$ cat config.mk
export PLATFORM = sky130hd
export DESIGN_NAME = memory_alert_logger
export DESIGN_NICKNAME = d
export VERILOG_FILES = /design/src/rtl/memory_alert_logger.sv
export SDC_FILE = /design/constraint.sdc
export NUM_CORES = 1
export LEC_CHECK = 0
export CAP_MARGIN = 30
export CORE_ASPECT_RATIO = 2
export CORE_MARGIN = 5
export CORE_UTILIZATION = 50
export DETAILED_ROUTE_END_ITERATION = 10
export HOLD_SLACK_MARGIN = 0.03
export MAX_ROUTING_LAYER = met4
export PLACE_DENSITY = 0.72
export SLEW_MARGIN = 20
export SYNTH_ARGS = -nofsm -noshare
export SYNTH_HDL_FRONTEND = slang
export SYNTH_SLANG_ARGS = --single-unit
$ cat constraint.sdc
create_clock -name clk -period 3.24 [get_ports clk]
set_input_delay 0.324 -clock clk [delete_from_list [all_inputs] [get_ports clk]]
set_output_delay 0.324 -clock clk [all_outputs]
set_load 0.005 [all_outputs]
$ cat src/rtl/memory_alert_logger.sv
// Alert logger: captures one entry per rising alert into a FIFO, with per-module saturating
// alert counters and sticky lockout. Define ALERT_LOG_TIMESTAMP_EN to add an 8-bit timestamp.
module memory_alert_logger #(
  parameter int unsigned DEPTH       = 8,
  parameter int unsigned LOCK_THRESH = 3,
`ifdef ALERT_LOG_TIMESTAMP_EN
  parameter int unsigned ENTRY_W     = 18
`else
  parameter int unsigned ENTRY_W     = 10
`endif
) (
  input  logic               clk,
  input  logic               rst,
  input  logic               alert_valid,
  input  logic [1:0]         alert_module_id,
  input  logic [3:0]         alert_addr,
  input  logic [3:0]         alert_data,
  input  logic               log_ready,
  input  logic               clear_status,
  output logic               log_valid,
  output logic [ENTRY_W-1:0] log_entry,
  output logic [4:0]         fifo_count,
  output logic               fifo_full,
  output logic               overflow,
  output logic [3:0]         lockout
);

  localparam int unsigned AW = $clog2(DEPTH);

  logic [ENTRY_W-1:0] mem_q [DEPTH];
  logic [AW-1:0]      wr_ptr_q, wr_ptr_d;
  logic [AW-1:0]      rd_ptr_q, rd_ptr_d;
  logic [4:0]         count_q, count_d;
  logic               prev_q;
  logic               overflow_q, overflow_d;
  logic [3:0]         lockout_q, lockout_d;
  logic [2:0]         cnt_q [4];
  logic [2:0]         cnt_d [4];

  logic               evt, full, pop, push;
  logic [ENTRY_W-1:0] entry;

`ifdef ALERT_LOG_TIMESTAMP_EN
  logic [7:0] ts_q;

  always_ff @(posedge clk or posedge rst) begin
    if (rst) ts_q <= 8'd0;
    else     ts_q <= ts_q + 8'd1;
  end

  assign entry = {ts_q, alert_module_id, alert_addr, alert_data};
`else
  assign entry = {alert_module_id, alert_addr, alert_data};
`endif

  always_comb begin
    evt  = alert_valid & ~prev_q;
    full = (count_q == 5'(DEPTH));
    pop  = (count_q != 5'd0) & log_ready;
    // A full FIFO still accepts an event when the head leaves on the same edge.
    push = evt & (~full | pop);
  end

  always_comb begin
    wr_ptr_d = push ? wr_ptr_q + AW'(1) : wr_ptr_q;
    rd_ptr_d = pop  ? rd_ptr_q + AW'(1) : rd_ptr_q;
    count_d  = count_q;
    if (push && !pop)      count_d = count_q + 5'd1;
    else if (pop && !push) count_d = count_q - 5'd1;

    overflow_d = clear_status ? 1'b0 : (overflow_q | (evt & full & ~pop));

    lockout_d = lockout_q;
    for (int m = 0; m < 4; m++) begin
      cnt_d[m] = cnt_q[m];
      if (evt && alert_module_id == 2'(m) && cnt_q[m] != 3'd7) cnt_d[m] = cnt_q[m] + 3'd1;
      if (cnt_d[m] >= 3'(LOCK_THRESH)) lockout_d[m] = 1'b1;
      if (clear_status) begin
        cnt_d[m]     = 3'd0;
        lockout_d[m] = 1'b0;
      end
    end
  end

  always_ff @(posedge clk or posedge rst) begin
    if (rst) begin
      wr_ptr_q   <= '0;
      rd_ptr_q   <= '0;
      count_q    <= 5'd0;
      prev_q     <= 1'b0;
      overflow_q <= 1'b0;
      lockout_q  <= 4'd0;
      for (int m = 0; m < 4; m++) cnt_q[m] <= 3'd0;
      for (int i = 0; i < int'(DEPTH); i++) mem_q[i] <= '0;
    end else begin
      wr_ptr_q   <= wr_ptr_d;
      rd_ptr_q   <= rd_ptr_d;
      count_q    <= count_d;
      prev_q     <= alert_valid;
      overflow_q <= overflow_d;
      lockout_q  <= lockout_d;
      for (int m = 0; m < 4; m++) cnt_q[m] <= cnt_d[m];
      if (push) mem_q[wr_ptr_q] <= entry;
    end
  end

  always_comb begin
    log_valid  = (count_q != 5'd0);
    log_entry  = mem_q[rd_ptr_q];
    fifo_count = count_q;
    fifo_full  = full;
    overflow   = overflow_q;
    lockout    = lockout_q;
  end

endmodule
Word-level counts from Yosys, hierarchy flattened:

Cells that the tools add are included.

* equality and inequality tests: 8
* reduce and logical (&&, ||, !) cells: 20
* muxes and demuxes: 25
* magnitude comparators: 7
* bitwise operators: 12
* add/sub/neg operators: 8

Operator list (count)
* bitwise mux 80 bit: 1
* binary-select mux 10 bit (select 3 bit): 1
* demux 10 bit (select 3 bit): 1
* 2-to-1 mux 10 bit: 3
* 2-to-1 mux 3 bit: 8
* adder 3 x 1 -> 3 bit (second input constant): 6
* greater-or-equal comparator 3 x 2 -> 1 bit (second input constant): 4
* != test 3 bit (second input constant): 4
* logical AND 1 bit: 11
* 2-to-1 mux 5 bit: 2
* nonzero test 2 bit: 5
* 2-to-1 mux 1 bit: 9
* greater-or-equal comparator 4 bit (second input constant): 2
* NOT 3 -> 4 bit: 2
* adder 5 x 1 -> 5 bit (second input constant): 1
* AND 1 bit: 5
* == test 5 x 4 -> 1 bit (second input constant): 1
* nonzero test 5 bit: 1
* subtractor 5 x 1 -> 5 bit (second input constant): 1
* == test 2 bit (second input constant): 2
* less-than comparator 4 x 1 -> 1 bit (second input constant): 1
* NOT 1 bit: 3
* == test 2 x 1 -> 1 bit (second input constant): 1
* logical NOT 1 bit: 2
* 2 further kinds: 3

* logic and storage cells: 101
* bits in registers: 109
* output and inout bits: 22

Logic depth before layout (Yosys ltp):

Gate-level depths: netlist of run 1.

* word-level depth: 8
* depth in mapped cells: 9
* mapped depth without buffers: 8

Worst setup path after synthesis of run 1:

Ideal clock, no wire load.

* kind: reg2reg
* from: register count_q[0], in the netlist fifo_count[0]
* to: register count_q[4], in the netlist fifo_count[4]
* slack: 0.391 ns
* arrival: 2.718 ns
* cell stages (with the launch flop): 9
* library setup time: 0.131 ns
* period minus slack after synthesis: 2.849 ns
* cells stage by stage: dfrtp_1 -> nor4_1 -> a21boi_0 -> ha_1 -> inv_1 -> ha_1 -> or4_1 -> nand3_1 -> o211ai_1

* word-level cells in the longest chain between the ends: 7
* elaborated cells on any way between the ends: 15
* those cells by class: add/sub: 2; eq/ne: 1; mux: 2; bitwise: 4; reduce/logical: 6

RTL lines
* start: declaration: RTL line 33 `logic [4:0] count_q, count_d;`
* start signal: assignment: RTL line 98 `count_q <= count_d;`
* nonzero test 5 bit / == test 5 x 4 -> 1 bit (equally long branches): RTL line 59, 58
* AND 1 bit / NOT 1 bit (equally long branches): RTL line 59, 61
* OR 1 bit *: RTL line 61 `push = evt & (~full | pop);`
* AND 1 bit *: RTL line 61
* net push: RTL line 40 `logic evt, full, pop, push;`
* logical NOT 1 bit: RTL line 69 `else if (pop && !push) count_d = count_q - 5'd1;`
* logical AND 1 bit: RTL line 69
* nonzero test 2 bit (no line)

The timed path passes the listed nets; every way through them passes the cells marked *. The select of a mux whose other input is x is not followed.
A chain may end at the register's enable or synchronous reset.

Worst setup path after layout of run 1:

* from: register count_q[0], in the netlist fifo_count[0]
* to: register count_q[4], in the netlist fifo_count[4]

* word-level cells in the longest chain between the ends: 7
* elaborated cells on any way between the ends: 15
* those cells by class: add/sub: 2; eq/ne: 1; mux: 2; bitwise: 4; reduce/logical: 6

RTL lines (RTL line)
* nonzero test 5 bit / == test 5 x 4 -> 1 bit (equally long branches): 59, 58
* AND 1 bit / NOT 1 bit (equally long branches): 59, 61
* OR 1 bit: 61
* AND 1 bit: 61
* logical NOT 1 bit: 69
* logical AND 1 bit: 69
* nonzero test 2 bit (no line)

Several ways; a longest one is shown, not always the timed one. The select of a mux whose other input is x is not followed.

==> metrics.txt, run 1 <==
# TYPE chip_impl_metric gauge
chip_impl_info{name="status",value="finished clean"} 1
chip_impl_info{name="dominantRegCellSynth",value="dfrtp_1"} 1
chip_impl_metric{name="grt_pass1_wl",unit="mm"} 18.9
chip_impl_metric{name="avgRoutedWirePerCell",unit="um"} 20.1
chip_impl_metric{name="synth.area.mux_share",unit="%"} 29.5
chip_impl_metric{name="largest_net_degree_at_the_start_of_global_routing",unit=""} 60
chip_impl_metric{name="post-route-drc-count",unit=""} 0
chip_impl_info{name="global_route.peak_usage_layer",value="met2"} 1
chip_impl_metric{name="dp_hpwl",unit="mm"} 7.84
chip_impl_metric{name="register_area_share_after_synthesis",unit="%"} 49.7
chip_impl_metric{name="cap_viol_max_count",unit=""} 0
chip_impl_metric{name="use_met1",unit="%"} 21.0
chip_impl_metric{name="dieWidth",unit="um"} 84.1
chip_impl_metric{name="cts.sinks",unit=""} 109
chip_impl_metric{name="cts_made_buffers",unit=""} 9
chip_impl_metric{name="yosys.area_share.simple",unit="%"} 6.56
chip_impl_metric{name="yosysWarningCount",unit=""} 0
chip_impl_info{name="timing.critical_path.from_type",value="flip-flop"} 1
chip_impl_info{name="crit_type",value="reg -> reg"} 1
chip_impl_metric{name="reg2reg_depth",unit=""} 8
chip_impl_metric{name="worst_case_clock_skew",unit="ns"} 0.00722
chip_impl_info{name="netlist_top_cells_area",value="dfrtp_1, mux2_2, mux2_4, mux4_2, ha_1"} 1
chip_impl_metric{name="antenna_violations_before_repair",unit=""} 0
chip_impl_metric{name="worstPathArrival",unit="ns"} 3.18
chip_impl_metric{name="fin_util",unit="%"} 58.6
chip_impl_metric{name="power-per-cell-area",unit="nW/um^2"} 913
chip_impl_metric{name="fmax",unit="MHz"} 338
chip_impl_metric{name="worst_slew_margin_rel",unit="%"} 42.7
chip_impl_metric{name="place_congestion",unit=""} 0.870
chip_impl_metric{name="synthCells",unit=""} 381
chip_impl_metric{name="timing_max_transition_violations_final",unit=""} 0
chip_impl_metric{name="syn-mean-instance-area",unit="sq um"} 14.4
chip_impl_metric{name="core",unit="sq um"} 10800
chip_impl_metric{name="initial_core_util",unit="%"} 50.8
chip_impl_metric{name="avgViaCountPerCell",unit=""} 5.83
chip_impl_info{name="ctsRootBufferMaster",value="clkbuf_16"} 1
chip_impl_metric{name="fin_nets",unit=""} 452
chip_impl_info{name="yosys.area.top_type",value="dfrtp_1"} 1
chip_impl_metric{name="post_synth_xor_area_fraction",unit="%"} 0.957
chip_impl_metric{name="leakage_power_of_the_design",unit="uW"} 0.00279
chip_impl_metric{name="ys_async_rst_share",unit="%"} 100
chip_impl_metric{name="final_area",unit="sq um"} 6340
chip_impl_metric{name="post_cts_hold_buffer_count",unit=""} 0
chip_impl_info{name="ys_top_cells_by_count",value="dfrtp_1, mux2_2, mux2_4"} 1
chip_impl_metric{name="drtPass1Iterations",unit=""} 4
chip_impl_metric{name="postSynthNetCount",unit=""} 411
chip_impl_metric{name="final.period_utilization",unit="%"} 91.2
chip_impl_info{name="tritoncts_clock_tree",value="done"} 1
chip_impl_metric{name="ctsHtreeMaxLevel",unit=""} 3
chip_impl_metric{name="netlist.area_leader.share",unit="%"} 49.7
chip_impl_metric{name="report.final.setup_viol",unit=""} 0
chip_impl_info{name="worst_hold_path_type",value="in -> async"} 1
chip_impl_metric{name="buffer_ports.inserted",unit=""} 36
chip_impl_info{name="combinational_family_with_the_most_area_after_synthesis",value="multiplexers"} 1
chip_impl_metric{name="clk_latency",unit="ns"} 0.35
chip_impl_metric{name="ys_types",unit=""} 47
chip_impl_metric{name="boundaryPins",unit=""} 37
chip_impl_metric{name="ys_ff_latch",unit=""} 109
chip_impl_metric{name="vdd.ir_drop.worst",unit="V"} 0.000359
chip_impl_metric{name="n_fill_cell",unit=""} 867
chip_impl_metric{name="grt_pass1_vias",unit=""} 3673
chip_impl_metric{name="synth_enable_flop_cells",unit=""} 0
chip_impl_metric{name="wire_length_reported_by_the_detailed_router",unit="mm"} 11.4
chip_impl_metric{name="post-cts-setup-buffer-count",unit=""} 0
chip_impl_info{name="type_of_element_capturing_the_critical_path",value="flip-flop"} 1
chip_impl_metric{name="use_met3",unit="%"} 3.44
chip_impl_metric{name="fin_crit",unit="ns"} 2.96
chip_impl_metric{name="ant_nets",unit=""} 0
chip_impl_metric{name="critical_path_fanout_max",unit=""} 9
chip_impl_metric{name="req_time_crit_path",unit="ns"} 3.46
chip_impl_metric{name="vias",unit=""} 3308
chip_impl_metric{name="drt_iter0_drc",unit=""} 116
chip_impl_metric{name="tightest_slew",unit="ns"} 0.857
chip_impl_metric{name="grtUsageTotal",unit="%"} 18.9
chip_impl_metric{name="hold_viol_final",unit=""} 0
chip_impl_metric{name="synth-compound-area-share",unit="%"} 7.52
chip_impl_info{name="yosysMostFrequentCell",value="dfrtp_1"} 1
chip_impl_metric{name="antenna_cells_inserted",unit=""} 0
chip_impl_metric{name="worst_setup_hold_path_clk_slew",unit="ns"} 0.07
chip_impl_metric{name="area.sequential",unit="sq um"} 2730
chip_impl_metric{name="cts_resized",unit=""} 0
chip_impl_metric{name="areaGrowthSynthToFinish",unit="%"} 15.4
chip_impl_metric{name="die-area",unit="sq um"} 13300
chip_impl_metric{name="multi_input_area",unit="sq um"} 2650
chip_impl_metric{name="grt_util_met2",unit="%"} 33.4
chip_impl_metric{name="row_count",unit=""} 54
chip_impl_metric{name="layout-drive-gt1-share",unit="%"} 35.8
chip_impl_metric{name="fin_setup_tns",unit="ns"} 0
chip_impl_metric{name="detailed_place.area",unit="sq um"} 6030
chip_impl_info{name="grt_setup_unrepaired",value="no"} 1
chip_impl_metric{name="grt_overflow",unit=""} 0
chip_impl_metric{name="synth_area",unit="sq um"} 5490
chip_impl_metric{name="vertical_die_dimension",unit="um"} 158
chip_impl_metric{name="clk_buf_depth",unit=""} 2
chip_impl_metric{name="synth_fa_ha_area_share",unit="%"} 3.56
## logic make-up (layout without fill, tap and decap cells)
family / after synthesis / in the layout
AO/OA/AOI/OAI: 57 / 57
flip-flops: 109 / 109
XOR/XNOR: 6 / 6
buffers and inverters: 23 / 69
AND/OR/NAND/NOR: 57 / 57
multiplexers: 114 / 114
adder cells (fa/ha/maj): 15 / 15
## worst max-delay path, stage by stage, from the launching register on
cell      delay [ns]
dfrtp_1         0.46
or4_4           0.67
o21ai_2         0.22
ha_1            0.28
inv_1           0.15
ha_1            0.39
or4_1           0.49
nand3_1         0.09
o211ai_1        0.08
## report_power, final
part	total, uW	internal, uW	switching, uW
Combinational	2350	1540	809
Clock	1100	602	500
Sequential	2330	1920	419
Total	5790	4060	1730
## cells in the final DEF, fill, tap and decap left out, types with 12 or more instances in the layout
master             n
nand3_1           12
mux2_4            30
o21ai_0           13
clkdlybuf4s50_1   36
a21oi_1           20
mux4_2            20
ha_1              14
mux2_2            63
dfrtp_1          109
buf_4             12
## cell type report
type	instances	share of cell area, %
repair buffers	49	7.42
clock inverters	7	1.20
well taps	140	2.76
inverters	4	0.276
clock buffers	9	3.55
multi-input cells	249	41.7
flip-flops and latches	109	43.0
## routing by layer
| metal | vias to the layer above | share of wire [%] |
|---|---|---|
| met5 | - | 0 |
| met4 | 0 | 1.8 |
| met3 | 15 | 2.5 |
| met2 | 50 | 56 |
| met1 | 1721 | 39 |
| li1 | 1522 | - |
## registers in the layout, summed over array words and instances (netlist names)
name        flops
cnt_q          12
fifo_count      5
lockout         4
mem_q          80
overflow        1
prev_q          1
rd_ptr_q        3
wr_ptr_q        3
## final timing paths
| kind | endpoint | slack (ns) | start |
|---|---|---|---|
| max in group asynchronous | mem_q[62]$_DFFE_PP0P_ | 2.07 | rst |
| hold reg to reg | mem_q[56]$_DFFE_PP0P_ | 0.50 | mem_q[56]$_DFFE_PP0P_ |
| setup reg to reg | fifo_count[4]$_DFFE_PP0P_ | 0.28 | fifo_count[0]$_DFFE_PP0P_ |
| setup / recovery | fifo_count[4]$_DFFE_PP0P_ | 0.28 | fifo_count[0]$_DFFE_PP0P_ |
| hold / removal | mem_q[11]$_DFFE_PP0P_ | 0.42 | rst |
| min in group clk | mem_q[56]$_DFFE_PP0P_ | 0.50 | mem_q[56]$_DFFE_PP0P_ |
## metrics by stage
stage                     hold slack, ns  cells  power (uW)  setup slack, ns
after floorplan                    0.355    381        3890           0.0421
after global routing               0.476    567        6130           0.0938
final                              0.416    567        5790            0.284
after detailed placement           0.489    551        4740            0.194
after global placement             0.481    551        4620            0.280
after CTS                          0.437    567        5850            0.191
No activity file was read; power rests on OpenSTA's default activity.
==> inputs of run 2 (changes only) <==
--- a/config.mk
+++ b/config.mk
@@ -5,6 +5,7 @@
 export SDC_FILE = /design/constraint.sdc
 export NUM_CORES = 1
 export LEC_CHECK = 0
+export ABC_AREA = 1
 export CAP_MARGIN = 30
 export CORE_ASPECT_RATIO = 2
 export CORE_MARGIN = 5
==> metrics.txt, run 2 <==
# TYPE chip_impl_metric gauge
chip_impl_info{name="most_common_library_cell_in_the_layout_ignoring_fill_and_taps",value="nand2_1"} 1
chip_impl_metric{name="ctsHtreeMaxLevel",unit=""} 3
chip_impl_metric{name="grt_pass1_wl",unit="mm"} 25.6
chip_impl_metric{name="fin_crit",unit="ns"} 2.72
chip_impl_info{name="timing.critical_path.from_type",value="flip-flop"} 1
chip_impl_metric{name="synth_area",unit="sq um"} 5740
chip_impl_metric{name="grtUsageTotal",unit="%"} 23.8
chip_impl_metric{name="place_congestion",unit=""} 0.853
chip_impl_metric{name="netlist.area_leader.share",unit="%"} 47.5
chip_impl_metric{name="timing_max_transition_violations_final",unit=""} 0
chip_impl_info{name="regMostFlops",value="mem_q"} 1
chip_impl_info{name="grt_setup_unrepaired",value="no"} 1
chip_impl_metric{name="wire_length_reported_by_the_detailed_router",unit="mm"} 15.2
chip_impl_info{name="yosys.area.top_type",value="dfrtp_1"} 1
chip_impl_metric{name="synth_enable_flop_cells",unit=""} 0
chip_impl_metric{name="synthCells",unit=""} 718
chip_impl_metric{name="drtPass1Iterations",unit=""} 5
chip_impl_metric{name="cts_made_buffers",unit=""} 9
chip_impl_metric{name="register_area_share_after_synthesis",unit="%"} 47.5
chip_impl_metric{name="clk_latency",unit="ns"} 0.35
chip_impl_info{name="yosysMostFrequentCell",value="nand2_1"} 1
chip_impl_metric{name="dp_hpwl",unit="mm"} 10.3
chip_impl_metric{name="power-per-cell-area",unit="nW/um^2"} 908
chip_impl_metric{name="report.final.setup_viol",unit=""} 0
chip_impl_metric{name="grt_overflow",unit=""} 0
chip_impl_metric{name="post_cts_hold_buffer_count",unit=""} 0
chip_impl_info{name="status",value="finished clean"} 1
chip_impl_metric{name="yosysWarningCount",unit=""} 0
chip_impl_metric{name="grt_pass1_vias",unit=""} 5156
chip_impl_info{name="mostFrequentLayoutCells",value="nand2_1, dfrtp_1, nand4_1, nor2_1, o21ai_0"} 1
chip_impl_metric{name="cts.sinks",unit=""} 109
chip_impl_metric{name="worst_case_clock_skew",unit="ns"} 0.00429
chip_impl_metric{name="row_count",unit=""} 55
chip_impl_info{name="ctsRootBufferMaster",value="clkbuf_16"} 1
chip_impl_metric{name="hold_viol_final",unit=""} 0
chip_impl_metric{name="dieWidth",unit="um"} 85.8
chip_impl_metric{name="max_ffs_per_register",unit=""} 80
chip_impl_metric{name="vias",unit=""} 5125
chip_impl_metric{name="fin_util",unit="%"} 57.4
chip_impl_metric{name="syn-mean-instance-area",unit="sq um"} 7.99
chip_impl_metric{name="initial_core_util",unit="%"} 50.8
chip_impl_metric{name="buffer_ports.inserted",unit=""} 36
chip_impl_info{name="ys_top_cells_by_count",value="nand2_1, dfrtp_1, nand4_1"} 1
chip_impl_metric{name="avgRoutedWirePerCell",unit="um"} 17.4
chip_impl_metric{name="post-cts-setup-buffer-count",unit=""} 0
chip_impl_metric{name="fin_nets",unit=""} 758
chip_impl_metric{name="layout-drive-gt1-share",unit="%"} 6.28
chip_impl_metric{name="ys_ff_latch",unit=""} 109
chip_impl_metric{name="antenna_violations_before_repair",unit=""} 0
chip_impl_metric{name="ys_async_rst_share",unit="%"} 100
chip_impl_metric{name="worst_setup_hold_path_clk_slew",unit="ns"} 0.07
chip_impl_metric{name="worst_slew_margin_rel",unit="%"} 32.6
chip_impl_info{name="crit_type",value="reg -> out"} 1
chip_impl_metric{name="antenna_cells_inserted",unit=""} 0
chip_impl_info{name="tritoncts_clock_tree",value="done"} 1
chip_impl_metric{name="vertical_die_dimension",unit="um"} 162
chip_impl_metric{name="worstPathArrival",unit="ns"} 2.40
chip_impl_metric{name="req_time_crit_path",unit="ns"} 2.92
chip_impl_metric{name="areaGrowthSynthToFinish",unit="%"} 12.8
chip_impl_metric{name="postSynthNetCount",unit=""} 748
chip_impl_metric{name="post-route-drc-count",unit=""} 0
chip_impl_metric{name="postLayoutSetupSlackWorst",unit="ns"} 0.515
chip_impl_info{name="type_of_element_capturing_the_critical_path",value="output pin"} 1
chip_impl_metric{name="core",unit="sq um"} 11300
chip_impl_metric{name="ys_types",unit=""} 24
chip_impl_metric{name="final.period_utilization",unit="%"} 84.1
chip_impl_metric{name="critical_path_fanout_max",unit=""} 21
chip_impl_info{name="netlist_top_cells_area",value="dfrtp_1, nand2_1, nand4_1, o21ai_0, nor2_1"} 1
chip_impl_metric{name="place_worst_setup_slack",unit="ns"} 0.691
chip_impl_metric{name="drt_iter0_drc",unit=""} 428
chip_impl_metric{name="clk_buf_depth",unit=""} 2
chip_impl_metric{name="largest_net_degree_at_the_start_of_global_routing",unit=""} 100
chip_impl_metric{name="fin_setup_tns",unit="ns"} 0
chip_impl_metric{name="cap_viol_max_count",unit=""} 0
chip_impl_metric{name="vdd.ir_drop.worst",unit="V"} 0.000393
chip_impl_info{name="dominantRegCellSynth",value="dfrtp_1"} 1
chip_impl_metric{name="avgViaCountPerCell",unit=""} 5.86
chip_impl_metric{name="cts_resized",unit=""} 0
chip_impl_metric{name="fmax",unit="MHz"} 367
chip_impl_metric{name="leakage_power_of_the_design",unit="uW"} 0.00324
chip_impl_metric{name="tightest_slew",unit="ns"} 1.01
chip_impl_metric{name="boundaryPins",unit=""} 37
chip_impl_metric{name="ant_nets",unit=""} 0
chip_impl_info{name="worst_hold_path_type",value="in -> async"} 1
chip_impl_metric{name="die-area",unit="sq um"} 13800
chip_impl_metric{name="n_fill_cell",unit=""} 1019
-- run 2: layout make-up --
type | instances | area [sq um] | share of cell area [%]
sequential | 109 | 2730 | 42.1
inverter | 28 | 108 | 1.66
clock inverter | 4 | 45.0 | 0.696
clock buffer | 12 | 267 | 4.12
tap | 142 | 178 | 2.74
timing repair buffer | 52 | 493 | 7.61
multi-input combinational | 528 | 2660 | 41.0
-- run 2: path summary, 6_finish.rpt --
| path | slack [ns] | start | cells past startpoint | end |
|---|---|---|---|---|
| max reg2reg | 0.84 | fifo_count[0]$_DFFE_PP0P_ | 14 | fifo_count[4]$_DFFE_PP0P_ |
| min | 0.39 | rst | 2 | fifo_count[0]$_DFFE_PP0P_ |
| min reg2reg | 0.47 | mem_q[17]$_DFFE_PP0P_ | 2 | mem_q[17]$_DFFE_PP0P_ |
| min in group clk | 0.47 | mem_q[17]$_DFFE_PP0P_ | 2 | mem_q[17]$_DFFE_PP0P_ |
| max in group asynchronous | 2.07 | rst | 3 | cnt_q[0]$_DFF_PP0_ |
| max | 0.52 | rd_ptr_q[1]$_DFFE_PP0P_ | 6 | log_entry[5] |
-- run 2: critical path: stages (launching register included) --
cell,delay (ns)
dfrtp_1,0.38
inv_1,0.54
o21ai_0,0.27
o22ai_1,0.17
nand2_1,0.09
nand2_1,0.09
clkdlybuf4s50_1,0.50
-- run 2: logic make-up (layout without fill, tap and decap cells) --
family                     Yosys count  after routing  synth area share (%)
buffers and inverters               81             96                  6.17
DFF                                109            109                  47.5
adders and majority gates           15             15                  3.40
AOI/OAI and AO/OA                   81             81                  7.54
xor gates and xnor gates             5              5                 0.763
and+or+nand+nor                    427            427                  34.6
-- run 2: stage by stage --
stage | hold slack (ns) | std cells | cell area, sq um | total power, uW
after CTS | 0.403 | 875 | 6470 | 5890
after floorplan | 0.355 | 718 | 5740 | 3800
after detailed placement | 0.453 | 859 | 6160 | 4750
after global placement | 0.449 | 859 | 6160 | 4660
after global routing | 0.446 | 875 | 6470 | 6320
final | 0.386 | 875 | 6470 | 5880
-- run 2: power by group --
part           switching, uW  internal, uW
sequential               361          1900
combinational           1470          1000
clock                    479           659
total                   2320          3560
-- run 2: layer usage --
metal	share of wire, %	GRT usage [%]	wire length [um]	vias up
li1	-	-	-	2441
met1	38	26.9	5810	2475
met2	54	41.6	8150	169
met3	4.7	3.16	708	40
met4	3.4	10.2	512	0
met5	0	-	0	-
==> inputs of run 3 (changes only) <==
==> constraint.sdc (replaced) <==
create_clock -name clk -period 2.4 [get_ports clk]
set_input_delay 0.24 -clock clk [delete_from_list [all_inputs] [get_ports clk]]
set_output_delay 0.24 -clock clk [all_outputs]
set_load 0.005 [all_outputs]
==> metrics.txt, run 3 (synthesized netlist as in run 2, its figures left out) <==
# TYPE chip_impl_metric gauge
chip_impl_metric{name="antenna_cells_inserted",unit=""} 0
chip_impl_metric{name="timing.critical_path.slowest_cell_delay",unit="ns"} 0.51
chip_impl_metric{name="ant_nets",unit=""} 0
chip_impl_metric{name="power.sequential.fraction",unit="%"} 37.2
chip_impl_metric{name="core",unit="sq um"} 11300
chip_impl_metric{name="row_count",unit=""} 55
chip_impl_metric{name="postLayoutSetupSlackWorst",unit="ns"} 0.0886
chip_impl_metric{name="hold_viol_final",unit=""} 0
chip_impl_metric{name="fin_crit",unit="ns"} 2.31
chip_impl_metric{name="place.detailed.instances",unit=""} 874
chip_impl_info{name="most_common_library_cell_in_the_layout_ignoring_fill_and_taps",value="nand2_1"} 1
chip_impl_metric{name="cts.sinks",unit=""} 109
chip_impl_metric{name="fmax",unit="MHz"} 433
chip_impl_metric{name="worstPathArrival",unit="ns"} 2.07
chip_impl_metric{name="pwr-share-clk",unit="%"} 17.7
chip_impl_metric{name="vias",unit=""} 5177
chip_impl_metric{name="dp_hpwl",unit="mm"} 10.4
chip_impl_metric{name="die-area",unit="sq um"} 13800
chip_impl_metric{name="grt_overflow",unit=""} 0
chip_impl_metric{name="clk_latency",unit="ns"} 0.36
chip_impl_metric{name="report.final.setup_viol",unit=""} 0
chip_impl_metric{name="largest_net_degree_at_the_start_of_global_routing",unit=""} 110
chip_impl_metric{name="avgRoutedWirePerCell",unit="um"} 17.6
chip_impl_metric{name="avgViaCountPerCell",unit=""} 5.78
chip_impl_info{name="cpMaxStageDelayCell",value="clkdlybuf4s50_1"} 1
chip_impl_metric{name="worst-r2r-setup-slack",unit="ns"} 0.25
chip_impl_metric{name="max_ffs_per_register",unit=""} 80
chip_impl_metric{name="final.period_utilization",unit="%"} 96.3
chip_impl_info{name="status",value="finished clean"} 1
chip_impl_metric{name="worst_setup_hold_path_clk_slew",unit="ns"} 0.07
chip_impl_metric{name="critical_path_fanout_max",unit=""} 20
chip_impl_metric{name="worst_case_clock_skew",unit="ns"} 0.00794
chip_impl_metric{name="layout-drive-gt1-share",unit="%"} 9.43
chip_impl_metric{name="drtPass1Iterations",unit=""} 5
chip_impl_metric{name="power.share.switching",unit="%"} 39.5
chip_impl_info{name="ctsRootBufferMaster",value="clkbuf_16"} 1
chip_impl_info{name="grt_setup_unrepaired",value="yes"} 1
chip_impl_metric{name="wire_length_reported_by_the_detailed_router",unit="mm"} 15.7
chip_impl_info{name="regMostFlops",value="mem_q"} 1
chip_impl_metric{name="boundaryPins",unit=""} 37
chip_impl_metric{name="initial_core_util",unit="%"} 50.8
chip_impl_metric{name="cts_made_buffers",unit=""} 9
chip_impl_info{name="tritoncts_clock_tree",value="done"} 1
chip_impl_metric{name="drt_iter0_drc",unit=""} 471
chip_impl_metric{name="grtUsageTotal",unit="%"} 23.4
chip_impl_metric{name="dieWidth",unit="um"} 85.8
chip_impl_metric{name="post_cts_hold_buffer_count",unit=""} 0
chip_impl_metric{name="fin_nets",unit=""} 779
chip_impl_metric{name="vdd.ir_drop.worst",unit="V"} 0.000648
chip_impl_info{name="critical_path.most_common_cell",value="nand2_1"} 1
chip_impl_metric{name="clk_buf_depth",unit=""} 2
chip_impl_metric{name="worst_slew_margin_rel",unit="%"} 58.7
chip_impl_metric{name="net-switching-power",unit="uW"} 3240
chip_impl_metric{name="grt_pass1_wl",unit="mm"} 25.2
chip_impl_metric{name="n_fill_cell",unit=""} 1047
chip_impl_metric{name="areaGrowthSynthToFinish",unit="%"} 16.7
chip_impl_metric{name="p_int",unit="uW"} 4970
chip_impl_metric{name="timing_max_transition_violations_final",unit=""} 0
chip_impl_info{name="crit_type",value="reg -> out"} 1
chip_impl_metric{name="power-per-cell-area",unit="nW/um^2"} 1230
chip_impl_metric{name="vertical_die_dimension",unit="um"} 162
chip_impl_metric{name="cap_viol_max_count",unit=""} 0
chip_impl_metric{name="post-route-drc-count",unit=""} 0
chip_impl_info{name="timing.critical_path.from_type",value="flip-flop"} 1
chip_impl_metric{name="leakage_power_of_the_design",unit="uW"} 0.00335
chip_impl_metric{name="power_frac_comb",unit="%"} 45.1
chip_impl_metric{name="ctsHtreeMaxLevel",unit=""} 3
chip_impl_metric{name="antenna_violations_before_repair",unit=""} 0
chip_impl_metric{name="grt_pass1_vias",unit=""} 5101
chip_impl_metric{name="req_time_crit_path",unit="ns"} 2.16
chip_impl_info{name="type_of_element_capturing_the_critical_path",value="output pin"} 1
chip_impl_metric{name="place_worst_setup_slack",unit="ns"} 0.0360
chip_impl_info{name="worst_hold_path_type",value="in -> async"} 1
chip_impl_metric{name="instances_no_fill",unit=""} 895
chip_impl_metric{name="tightest_slew",unit="ns"} 0.619
chip_impl_metric{name="buffer_ports.inserted",unit=""} 36
chip_impl_info{name="mostFrequentLayoutCells",value="nand2_1, dfrtp_1, nand4_1, nor2_1, o21ai_0"} 1
chip_impl_metric{name="place_congestion",unit=""} 0.898
chip_impl_info{name="path_cells",value="inv_4 > buf_12 > o21ai_0 > o22ai_1 > nand2_1 > nand2_1 > clkdlybuf4s50_1"} 1
run 3: cell types whose count changed in the layout (fill, tap and decap cells not counted), sizes merged:
cell and change:
clkbuf -1, inv -1, clkinvlp +1, buf +19, clkinv +2
run 3: stage by stage:
| step | area [sq um] | TNS, ns | util (%) | hold WS, ns | power, uW |
|---|---|---|---|---|---|
| final | 6700 | 0 | 59.3 | 0.369 | 8210 |
| after global routing | 6700 | -0.0195 | 59.3 | 0.456 | 8800 |
| after CTS | 6610 | 0 | 58.5 | 0.431 | 8020 |
| after detailed placement | 6330 | 0 | 56.1 | 0.453 | 6560 |
| after global placement | 6330 | 0 | 56.1 | 0.448 | 6450 |
| after floorplan | 5740 | 0 | - | 0.271 | 5130 |
run 3: power groups by stage:
stage / clock network, uW / logic, uW / registers (uW)
global placement: 0 / 3410 / 3040
detailed placement: 0 / 3480 / 3080
floorplan: 0 / 2200 / 2930
CTS: 1480 / 3490 / 3050
finish: 1450 / 3710 / 3060
global route: 1550 / 4110 / 3140
run 3: cell type report:
type	count	area (sq um)	share of cell area, %
Clock buffer	9	225	3.36
Tap cell	142	178	2.65
Clock inverter	6	55.1	0.822
Sequential cell	109	2730	40.8
Timing Repair Buffer	73	736	11.0
Multi-Input combinational cell	528	2660	39.7
Inverter	28	111	1.66
run 3: metal layers:
metal  up-vias  global-route usage [%]  share of wire (%)
met3        37                    2.71                4.4
met4         0                    9.65                3.7
li1       2480                       -                  -
met1      2480                    26.9                 38
met2       180                    40.8                 54
met5         -                       -                  0
run 3: critical path, delay by kind of cell (launching register included):
family	cells	cell delay [ns]
AND/OR/NAND/NOR	2	0.19
flip-flops	1	0.44
buffers and inverters	3	0.80
AO/OA/AOI/OAI	2	0.28
run 3: path summary, 6_finish.rpt:
| kind | from | end | cells past startpoint |
|---|---|---|---|
| max | rd_ptr_q[0]$_DFFE_PP0P_ | log_entry[8] | 7 |
| max reg2reg | fifo_count[4]$_DFFE_PP0P_ | fifo_count[4]$_DFFE_PP0P_ | 14 |
| min reg2reg | mem_q[13]$_DFFE_PP0P_ | mem_q[13]$_DFFE_PP0P_ | 2 |
| min in group clk | mem_q[13]$_DFFE_PP0P_ | mem_q[13]$_DFFE_PP0P_ | 2 |
| min | rst | mem_q[71]$_DFFE_PP0P_ | 3 |
| max in group asynchronous | rst | rd_ptr_q[0]$_DFFE_PP0P_ | 3 |
run 3: timing repair:
action | CTS | global route
setup buffers | 0 | 4
gates resized for setup | 0 | 6
endpoints found under the setup margin | 0 | 11
